===== config.mk =====
export PLATFORM = sky130hd
export DESIGN_NAME = uart_rx_frame_ctl
export DESIGN_NICKNAME = d
export VERILOG_FILES = /design/src/rtl/uart_rx_frame_ctl.sv
export SDC_FILE = /design/constraint.sdc
export NUM_CORES = 1
export LEC_CHECK = 0
export CAP_MARGIN = 25
export CORE_AREA = 2 2 113 115
export DETAILED_ROUTE_END_ITERATION = 8
export DIE_AREA = 0 0 115 117
export PLACE_DENSITY = 0.78
export SLEW_MARGIN = 10
export SYNTH_ARGS = -nofsm -noshare
export SYNTH_HDL_FRONTEND = slang
export SYNTH_SLANG_ARGS = --single-unit

===== constraint.sdc =====
create_clock -name clk_rx -period 3.7 [get_ports clk_rx]
set_input_delay 1.11 -clock clk_rx [delete_from_list [all_inputs] [get_ports clk_rx]]
set_output_delay 1.11 -clock clk_rx [all_outputs]
set_load 0.02 [all_outputs]

===== src/rtl/uart_rx_frame_ctl.sv =====
// Frame receive controller: SOF, opcode, length, payload (+ optional XOR checksum when
// UART_RX_FRAME_CHKSUM_EN is defined), buffered and presented through a valid/ready handshake.
module uart_rx_frame_ctl #(
    parameter int          MAX_LEN     = 16,
    parameter int          TIMEOUT_CYC = 50_000,
    parameter logic [7:0]  SOF_BYTE    = 8'hA5,
    localparam int         W           = $clog2(MAX_LEN + 1),
    localparam int         AW          = (MAX_LEN > 1) ? $clog2(MAX_LEN) : 1
) (
    input  logic          clk_rx,
    input  logic          rst_clk_rx_n,
    input  logic [7:0]    rx_data,
    input  logic          rx_data_rdy,
    input  logic          frm_err,
    output logic          cmd_valid,
    input  logic          cmd_ready,
    output logic [7:0]    cmd_opcode,
    output logic [W-1:0]  cmd_len,
    input  logic [AW-1:0] pay_rd_addr,
    output logic [7:0]    pay_rd_data,
    output logic          err_pulse,
    output logic [1:0]    err_code,
    output logic          drop_pulse
);

    localparam int TW = (TIMEOUT_CYC > 1) ? $clog2(TIMEOUT_CYC) : 1;

    localparam logic [1:0] ERR_FRAME   = 2'd0;
    localparam logic [1:0] ERR_LEN     = 2'd1;
    localparam logic [1:0] ERR_TIMEOUT = 2'd3;

    typedef enum logic [2:0] {
        ST_IDLE,
        ST_OPC,
        ST_LEN,
        ST_PAY,
`ifdef UART_RX_FRAME_CHKSUM_EN
        ST_CHK,
`endif
        ST_HOLD
    } state_t;

`ifdef UART_RX_FRAME_CHKSUM_EN
    localparam state_t ST_END = ST_CHK;
    localparam logic [1:0] ERR_CHKSUM = 2'd2;
    logic [7:0] chk_q, chk_d;
`else
    localparam state_t ST_END = ST_HOLD;
`endif

    state_t        state_q, state_d;
    logic [7:0]    opcode_q, opcode_d;
    logic [W-1:0]  len_q, len_d;
    logic [W-1:0]  idx_q, idx_d;
    logic [TW-1:0] tmo_q, tmo_d;
    logic          err_pulse_q, err_pulse_d;
    logic [1:0]    err_code_q, err_code_d;
    logic          drop_pulse_q, drop_pulse_d;
    logic          in_frame;
    logic          err_now;
    logic [1:0]    err_sel;
    logic          pay_we;

    logic [7:0] pay_mem [MAX_LEN];

    always_comb begin
        state_d      = state_q;
        opcode_d     = opcode_q;
        len_d        = len_q;
        idx_d        = idx_q;
`ifdef UART_RX_FRAME_CHKSUM_EN
        chk_d        = chk_q;
`endif
        err_pulse_d  = 1'b0;
        err_code_d   = err_code_q;
        drop_pulse_d = 1'b0;
        err_now      = 1'b0;
        err_sel      = ERR_FRAME;
        pay_we       = 1'b0;

        in_frame = (state_q == ST_OPC) || (state_q == ST_LEN) || (state_q == ST_PAY)
`ifdef UART_RX_FRAME_CHKSUM_EN
                   || (state_q == ST_CHK)
`endif
                   ;
        tmo_d = in_frame ? tmo_q + TW'(1) : '0;
        if (rx_data_rdy) begin
            tmo_d = '0;
        end

        case (state_q)
            ST_IDLE: begin
                if (rx_data_rdy && !frm_err && rx_data == SOF_BYTE) begin
                    state_d = ST_OPC;
                    tmo_d   = '0;
                end
            end
            ST_HOLD: begin
                // Bytes are never parsed while a frame is held, not even SOF.
                if (rx_data_rdy) begin
                    drop_pulse_d = 1'b1;
                end
                if (cmd_ready) begin
                    state_d = ST_IDLE;
                end
            end
            default: begin
                if (rx_data_rdy && frm_err) begin
                    err_now = 1'b1;
                    err_sel = ERR_FRAME;
                end else if (rx_data_rdy) begin
                    case (state_q)
                        ST_OPC: begin
                            opcode_d = rx_data;
`ifdef UART_RX_FRAME_CHKSUM_EN
                            chk_d    = rx_data;
`endif
                            state_d  = ST_LEN;
                        end
                        ST_LEN: begin
                            if (rx_data > 8'(MAX_LEN)) begin
                                err_now = 1'b1;
                                err_sel = ERR_LEN;
                            end else begin
                                len_d   = W'(rx_data);
                                idx_d   = '0;
`ifdef UART_RX_FRAME_CHKSUM_EN
                                chk_d   = chk_q ^ rx_data;
`endif
                                state_d = (rx_data == 8'd0) ? ST_END : ST_PAY;
                            end
                        end
                        ST_PAY: begin
                            pay_we = 1'b1;
                            idx_d  = idx_q + W'(1);
`ifdef UART_RX_FRAME_CHKSUM_EN
                            chk_d  = chk_q ^ rx_data;
`endif
                            if (idx_q + W'(1) == len_q) begin
                                state_d = ST_END;
                            end
                        end
`ifdef UART_RX_FRAME_CHKSUM_EN
                        ST_CHK: begin
                            if (rx_data == chk_q) begin
                                state_d = ST_HOLD;
                            end else begin
                                err_now = 1'b1;
                                err_sel = ERR_CHKSUM;
                            end
                        end
`endif
                        default: ;
                    endcase
                end else if (tmo_q == TW'(TIMEOUT_CYC - 1)) begin
                    err_now = 1'b1;
                    err_sel = ERR_TIMEOUT;
                end
            end
        endcase

        if (err_now) begin
            err_pulse_d = 1'b1;
            err_code_d  = err_sel;
            state_d     = ST_IDLE;
            tmo_d       = '0;
        end
    end

    always_ff @(posedge clk_rx or negedge rst_clk_rx_n) begin
        if (!rst_clk_rx_n) begin
            state_q      <= ST_IDLE;
            opcode_q     <= '0;
            len_q        <= '0;
            idx_q        <= '0;
            tmo_q        <= '0;
            err_pulse_q  <= 1'b0;
            err_code_q   <= '0;
            drop_pulse_q <= 1'b0;
`ifdef UART_RX_FRAME_CHKSUM_EN
            chk_q        <= '0;
`endif
        end else begin
            state_q      <= state_d;
            opcode_q     <= opcode_d;
            len_q        <= len_d;
            idx_q        <= idx_d;
            tmo_q        <= tmo_d;
            err_pulse_q  <= err_pulse_d;
            err_code_q   <= err_code_d;
            drop_pulse_q <= drop_pulse_d;
`ifdef UART_RX_FRAME_CHKSUM_EN
            chk_q        <= chk_d;
`endif
        end
    end

    // Payload store has no reset: its contents only matter while a frame is held.
    always_ff @(posedge clk_rx) begin
        if (pay_we) begin
            pay_mem[idx_q[AW-1:0]] <= rx_data;
        end
    end

    assign pay_rd_data = pay_mem[pay_rd_addr];
    assign cmd_valid   = (state_q == ST_HOLD);
    assign cmd_opcode  = opcode_q;
    assign cmd_len     = len_q;
    assign err_pulse   = err_pulse_q;
    assign err_code    = err_code_q;
    assign drop_pulse  = drop_pulse_q;

endmodule


After elaboration in Yosys (flattened, before gate mapping)
Memories as Yosys holds them, arrays and structs flattened. Index checks and enable logic that the tools add are counted.

Register bits: 41. RAM bits: 128. Bits of input ports: 17. Output and inout bits: 26. Memories: 1.

Memory list: pay_mem (depth 16, width 8, rd ports 1, clocked after Yosys merged registers in 0, wr ports 1, line 64) `logic [7:0] pay_mem [MAX_LEN];`.

Add/subtract/negate cells: 2. Magnitude comparators: 1. Equal/unequal tests: 13. Mux-type cells: 38. Bitwise operators: 3. Reduce and logical (&&, ||, !) cells: 16.

Operators with widths (number): 2-to-1 mux 16 bit (5); 2-to-1 mux 3 bit (8); 2-to-1 mux 1 bit (17); adder 16 x 1 -> 16 bit, second input constant (1); == test 16 bit, second input constant (1); case mux 5 bit (2 select lines) (1); AND reduction 5 bit (2); case mux 3 bit (3 select lines) (1); == test 8 bit, second input constant (1); greater-than comparator 8 x 5 -> 1 bit, second input constant (1); zero test 8 bit (1); 2-to-1 mux 2 bit (4); AND reduction 7 bit (1); == test 3 x 2 -> 1 bit, second input constant (2); case mux 3 bit (2 select lines) (1); nonzero test 6 bit (1); adder 5 x 1 -> 5 bit, second input constant (1); == test 5 bit (1); 2-to-1 mux 5 bit (1); inequality test 5 x 3 -> 1 bit, second input constant (1); inequality test 5 x 4 -> 1 bit, second input constant (1); inequality test 4 x 3 -> 1 bit, second input constant (1); AND reduction 4 bit (1); nonzero test 4 bit (1); 12 further kinds (17).

Depth between registers and ports, before layout
Gate-level depths: netlist (run 1).

Word-level depth: 8. Depth in mapped cells: 7. Depth with buffers taken out: 7.

Worst setup path after synthesis (run 1)
No wires, ideal clock.

Path type: input to output. Start point: input port pay_rd_addr[0]. End point: output port pay_rd_data[0]. Data arrival time: 2.428 ns. Setup slack: 0.162 ns. Stages on the path: 4. Path buffers: 2. Cells stage by stage: buf_6 > buf_6 > mux4_2 > mux4_2.

Longest elaborated chain between the ends: 1.

RTL lines: start: declaration (line 19) `input logic [AW-1:0] pay_rd_addr,`; memory (16 x 8 bit); end: declaration (line 20) `output logic [7:0] pay_rd_data,`.

Every way passes these cells.

Worst setup path after layout (run 1)
Start point: input port pay_rd_addr[0]. End point: output port pay_rd_data[4].

Same word-level chain as after synthesis.

==> reports/results.tsv, run 1 <==
metric	value	unit
finalHoldViolations	0	
syn_avg_cell_area	17.7	um2
io_buffers	42	
areaGrowthSynthToFinish	20.1	%
pre_cts_ws	-674	ps
syn_nets	419	
clk_path_buf_depth	2	
hold_depth	1	
peakVddDrop	0.299	mV
reg2reg_slack	1620	ps
drtIter0Drc	440	
layout_min_cycle_time	3720	ps
synth_area	7040	um2
drv_slew	0	
die_area	13500	um2
core	12300	um2
critPathRequiredTime	2590	ps
ys_ff_latch	169	
cp_max_fo	7	
drive_gt1_frac	0.259	
syn_inst	397	
grt_antenna_before_repair	0	
seq_area_frac_synth	0.691	
diodes	0	
io_pins	43	
final.setup.tns	-26.7	ps
fmax	0.269	GHz
grt_setup_unrepaired	yes	
cts_tree	built	
first_global_vias	3982	
rows	41	
worst_slack	-23.3	ps
synth_area_leaders	edfxtp_1, dfrtp_1, mux4_2	
num_vias	3894	
relSlewSlack	0.398	
viasPerCell	6.05	
finalWirelength	14800	um
finalSetupViolations	2	
violations	setup timing	
wire_per_inst	23.0	um
hp-class	reg -> reg	
grt_usage	0.243	
overflow	0	
clkSinkCount	169	
status	finished, violations left	
yosysTopAreaCellShare	0.546	
cts_hold_buffers	0	
fin_nets	503	
clk_latency	410	ps
die_y	117	um
grt_pass1_wl	23100	um
max-cap-violations	0	
async_flop_share	0.243	
clockRootBuffer	clkbuf_16	
num-fill-cells	818	
gp_congestion	0.833	
multi_input_area	2010	um2
ant_nets	0	
worst-setup-path-type	in -> out	
yosysTopAreaCell	edfxtp_1	
htreeDepth	4	
remaining_drc_errors	0	
fin_skew	5.54	ps
startpoint_type	input port	
yosys_most_used_dff	edfxtp_1	
start_util	0.572	
die_w	115	um
final_common_cell	edfxtp_1	
final_cell_mix	edfxtp_1, dfrtp_1, mux4_2, nor2_1, buf_4	
synth_edf_count	128	
r2r_cells	7	
grt_max_degree	42	
drtPass1Iterations	4	
power_density	521	nW/um2
regArea	4870	um2
endpoint_kind	output port	
ys_warn_count	0	
tightestPinTransition	903	ps
cp_data_arrival_time	2610	ps
cts_made_buffers	17	
finalCritPeriodShare	1.01	
synth_cell_types	45	
clk_pin_slew_worst_paths	60	ps
power.leakage	3.02	nW
dp_hpwl	9390	um
per-stage QoR:
stage	hold WS (ps)	utilization	power, mW	cells	area (um2)
5_1_grt	534	0.687	4.57	644	8460
3_3_place_gp	478	0.635	2.73	607	7820
4_1_cts	492	0.689	4.44	644	8480
2_1_floorplan	455	-	2.49	397	7040
3_5_place_dp	483	0.635	2.74	607	7820
6_report	493	0.687	4.40	644	8460
synthesized netlist by cell type, drive strengths merged (2+ instances only):
cell and count:
nand2b 2, dfrtp 41, mux4 40, clkbuf 2, xor2 11, nand2 20, mux2 13, and3 8
o21ai 8, nor2 37, nor3 12, nand4 5, a41oi 2, nand3 13, buf 13, inv 3
a21oi 3, a21o 2, ha 5, edfxtp 128, xnor2 13
sequential cells by signal, summed over array words and instances, names as in the netlist, 2 cells and up:
register	count
idx_q	5
cmd_len	5
pay_mem	128
state_q	3
cmd_opcode	8
tmo_q	16
err_code	2
cell families (layout without fill, tap and decap cells):
family	after synthesis	count (layout)	share of synthesized area
multiplexers	53	53	0.156
AO/OA/AOI/OAI	25	25	0.0242
adder cells (fa/ha/maj)	5	5	0.00888
buffers and inverters	18	115	0.0181
AND/OR/NAND/NOR	103	103	0.0716
flip-flops	169	169	0.691
XOR/XNOR	24	24	0.0298
final timing paths:
kind                                       from                     end
min                          tmo_q[0]$_DFF_PN0_      tmo_q[0]$_DFF_PN0_
max                              pay_rd_addr[0]          pay_rd_data[4]
min in group asynchronous          rst_clk_rx_n     tmo_q[13]$_DFF_PN0_
min reg2reg                  tmo_q[0]$_DFF_PN0_      tmo_q[0]$_DFF_PN0_
max in group asynchronous          rst_clk_rx_n    idx_q[1]$_DFFE_PN0P_
max reg2reg                idx_q[0]$_DFFE_PN0P_  state_q[2]$_DFFE_PN0P_
area by class of cell:
class                           count  share of cell area
Sequential cell                   169               0.576
Multi-Input combinational cell    210               0.238
Timing Repair Buffer               80              0.0963
Clock buffer                       20              0.0516
Tap cell                          150              0.0222
Clock inverter                     12              0.0151
Inverter                            3             0.00133
worst max-delay path, stage by stage:
cell and delay [ps]:
buf_12 110, buf_12 140, buf_6 100, mux4_2 490, mux4_2 510, buf_6 150
metal layers:
layer | track usage | wire (um) | part of all wire
met4 | 0.0779 | 305 | 0.021
met1 | 0.331 | 6180 | 0.42
met5 | 0 | 0 | 0
met3 | 0.0587 | 1010 | 0.068
met2 | 0.396 | 7330 | 0.49
power by group:
part	switching, mW	internal [mW]	leakage [nW]
combinational	0.276	0.271	1.05
clock	0.694	0.989	0.259
sequential	0.0642	2.11	1.71
repair_timing:
item,4_1_cts,5_1_grt
pin swaps,0,0
endpoints found under the setup margin,8,8
gates cloned,3,0
gates resized for setup,52,11
buffers inserted,2,0
(Power assumes the default switching activity.)
==> run 2, diff against run 1 <==
--- a/config.mk
+++ b/config.mk
@@ -6,10 +6,10 @@
 export NUM_CORES = 1
 export LEC_CHECK = 0
 export CAP_MARGIN = 25
-export CORE_AREA = 2 2 113 115
+export CORE_AREA = 2 2 119 121
 export DETAILED_ROUTE_END_ITERATION = 8
-export DIE_AREA = 0 0 115 117
-export PLACE_DENSITY = 0.78
+export DIE_AREA = 0 0 121 123
+export PLACE_DENSITY_LB_ADDON = 0.15
 export SLEW_MARGIN = 10
 export SYNTH_ARGS = -nofsm -noshare
 export SYNTH_HDL_FRONTEND = slang
==> run 2 against run 1 <==
Effect of this change:
- the flow now finishes without violations
- power up 2.4%
- critical path type unchanged
- critical path depth down 1
- first-iteration DRC count down 32%
- clock skew up 2.1 ps
- final area up 1.1%
- worst hold slack worse by 6.1 ps
- largest cell class unchanged
- via count down 1.1%
- largest power group unchanged
- sequential power about the same
==> reports/results.tsv, run 2 (synthesis results as in run 1) <==
metric	value	unit
gp_congestion	0.802	
cp_data_arrival_time	2560	ps
grt_util_met2	0.371	
dp_hpwl	9660	um
fin_skew	7.64	ps
clk_path_buf_depth	2	
cts_tree	built	
drtPass1Iterations	4	
fmax	0.273	GHz
htreeDepth	4	
postCtsSetupBuffers	0	
clkSinkCount	169	
clk_pin_slew_worst_paths	60	ps
cts_hold_buffers	0	
post-route-util	0.628	
clk_latency	420	ps
grt_max_degree	42	
layout_min_cycle_time	3670	ps
regArea	4870	um2
r2r_cells	7	
endpoint_kind	output port	
grt_usage	0.222	
diodes	0	
die_w	121	um
met1_usage	0.296	
ant_nets	0	
pre_cts_ws	-644	ps
power_density	528	nW/um2
first_global_vias	3952	
drive_gt1_frac	0.262	
die_y	123	um
grt_setup_unrepaired	yes	
hold_depth	1	
final_cell_mix	edfxtp_1, dfrtp_1, mux4_2	
grt_pass1_wl	23500	um
grt_use_met3	0.0434	
fin_nets	502	
critical_path.top_delay_family	multiplexers	
final_cell_count_no_fill	673	
largest_reg_flops	128	
slowest_stage	mux4_2	
remaining_drc_errors	0	
grt_antenna_before_repair	0	
drv_slew	0	
critPathBufInv	3	
final_common_cell	edfxtp_1	
cp_max_fo	9	
busiest_layer	met2	
worst_slack	30.7	ps
total_power	4.51	mW
core	13600	um2
drtIter0Drc	300	
power.leakage	3.06	nW
multi_input_area	2010	um2
die_area	14900	um2
status	finished, final reports clean	
crit_chain	buf_12 > buf_16 > mux4_2 > mux4_2 > buf_6	
startpoint_type	input port	
max-cap-violations	0	
start_util	0.518	
finalHoldViolations	0	
overflow	0	
io_buffers	42	
fin_area	8550	um2
finalCritPeriodShare	0.992	
viasPerCell	5.72	
worst-setup-path-type	in -> out	
worst-path-stages	5	
clockRootBuffer	clkbuf_16	
finalWirelength	15200	um
num-fill-cells	1000	
relSlewSlack	0.632	
cts_made_buffers	17	
tightestPinTransition	548	ps
cp_slowest_stage_delay	520	ps
hp-class	reg -> reg	
placed_cell_area	7870	um2
areaGrowthSynthToFinish	21.3	%
critPathRequiredTime	2590	ps
wire_per_inst	22.6	um
place_inst	637	
num_vias	3852	
finalSetupViolations	0	
rows	43	
peakVddDrop	0.323	mV
crit_top_cell	mux4_2	
io_pins	43	
==> run 2: cell types whose count changed in the layout (fill, tap and decap cells not counted), moves of 2 or more <==
cell,change
clkinvlp_4,-3
clkbuf_8,+3
buf_4,-6
clkinv_2,+2
clkinv_1,-2
clkinv_4,-2
buf_2,+3
buf_12,+2
==> run 2: worst reg2reg max path: cells and delay by family (launching register included) <==
kind,cells,cell delay [ps]
AO/OA/AOI/OAI,3,620
XOR/XNOR,1,140
adder cells (fa/ha/maj),1,340
buffers and inverters,1,100
flip-flops,1,480
AND/OR/NAND/NOR,1,200
==> run 2: path summary, 6_finish.rpt <==
kind	startpoint	end	slack (ps)
min reg2reg	tmo_q[0]$_DFF_PN0_	tmo_q[0]$_DFF_PN0_	490
max in group asynchronous	rst_clk_rx_n	cmd_len[0]$_DFFE_PN0P_	2750
min	tmo_q[0]$_DFF_PN0_	tmo_q[0]$_DFF_PN0_	490
min in group asynchronous	rst_clk_rx_n	tmo_q[0]$_DFF_PN0_	530
max	pay_rd_addr[0]	pay_rd_data[0]	30
max reg2reg	idx_q[0]$_DFFE_PN0P_	state_q[2]$_DFFE_PN0P_	1720
==> run 2: area by class of cell <==
| type | count | share of cell area |
|---|---|---|
| sequential | 169 | 0.570 |
| multi-input combinational | 210 | 0.235 |
| timing repair buffer | 79 | 0.0975 |
| clock buffer | 24 | 0.0564 |
| tap | 180 | 0.0264 |
| clock inverter | 8 | 0.0141 |
| inverter | 3 | 0.00132 |
==> run 2: through the flow <==
| step | hold slack (ps) | setup TNS (ps) |
|---|---|---|
| after floorplan | 455 | 0 |
| after global placement | 479 | -5090 |
| final | 487 | 0 |
| after global routing | 522 | -8.89 |
| after CTS | 488 | 0 |
| after detailed placement | 477 | -4960 |
==> run 2: power by group <==
| part | internal [mW] | switching, mW | total, mW |
|---|---|---|---|
| sequential | 2.11 | 0.0631 | 2.17 |
| combinational | 0.274 | 0.274 | 0.548 |
| clock | 1.11 | 0.676 | 1.79 |
==> run 2: timing repair <==
action,in CTS,in global routing
cloned,3,0
pin swaps,0,0
endpoints found under the setup margin,8,5
resized for setup,52,12
==> run 2: per-layer routing <==
layer / vias to the layer above / share of wire
met3: 16 / 0.063
met2: 125 / 0.51
met1: 1979 / 0.41
li1: 1732 / -
met4: 0 / 0.014
met5: - / 0
==> run 3, diff against run 2 <==
--- a/config.mk
+++ b/config.mk
@@ -9,6 +9,7 @@
 export CORE_AREA = 2 2 119 121
 export DETAILED_ROUTE_END_ITERATION = 8
 export DIE_AREA = 0 0 121 123
+export GPL_ROUTABILITY_DRIVEN = 0
 export PLACE_DENSITY_LB_ADDON = 0.15
 export SLEW_MARGIN = 10
 export SYNTH_ARGS = -nofsm -noshare
==> results of run 3 <==
Final layout, timing and power as in run 2 (identical DEF).
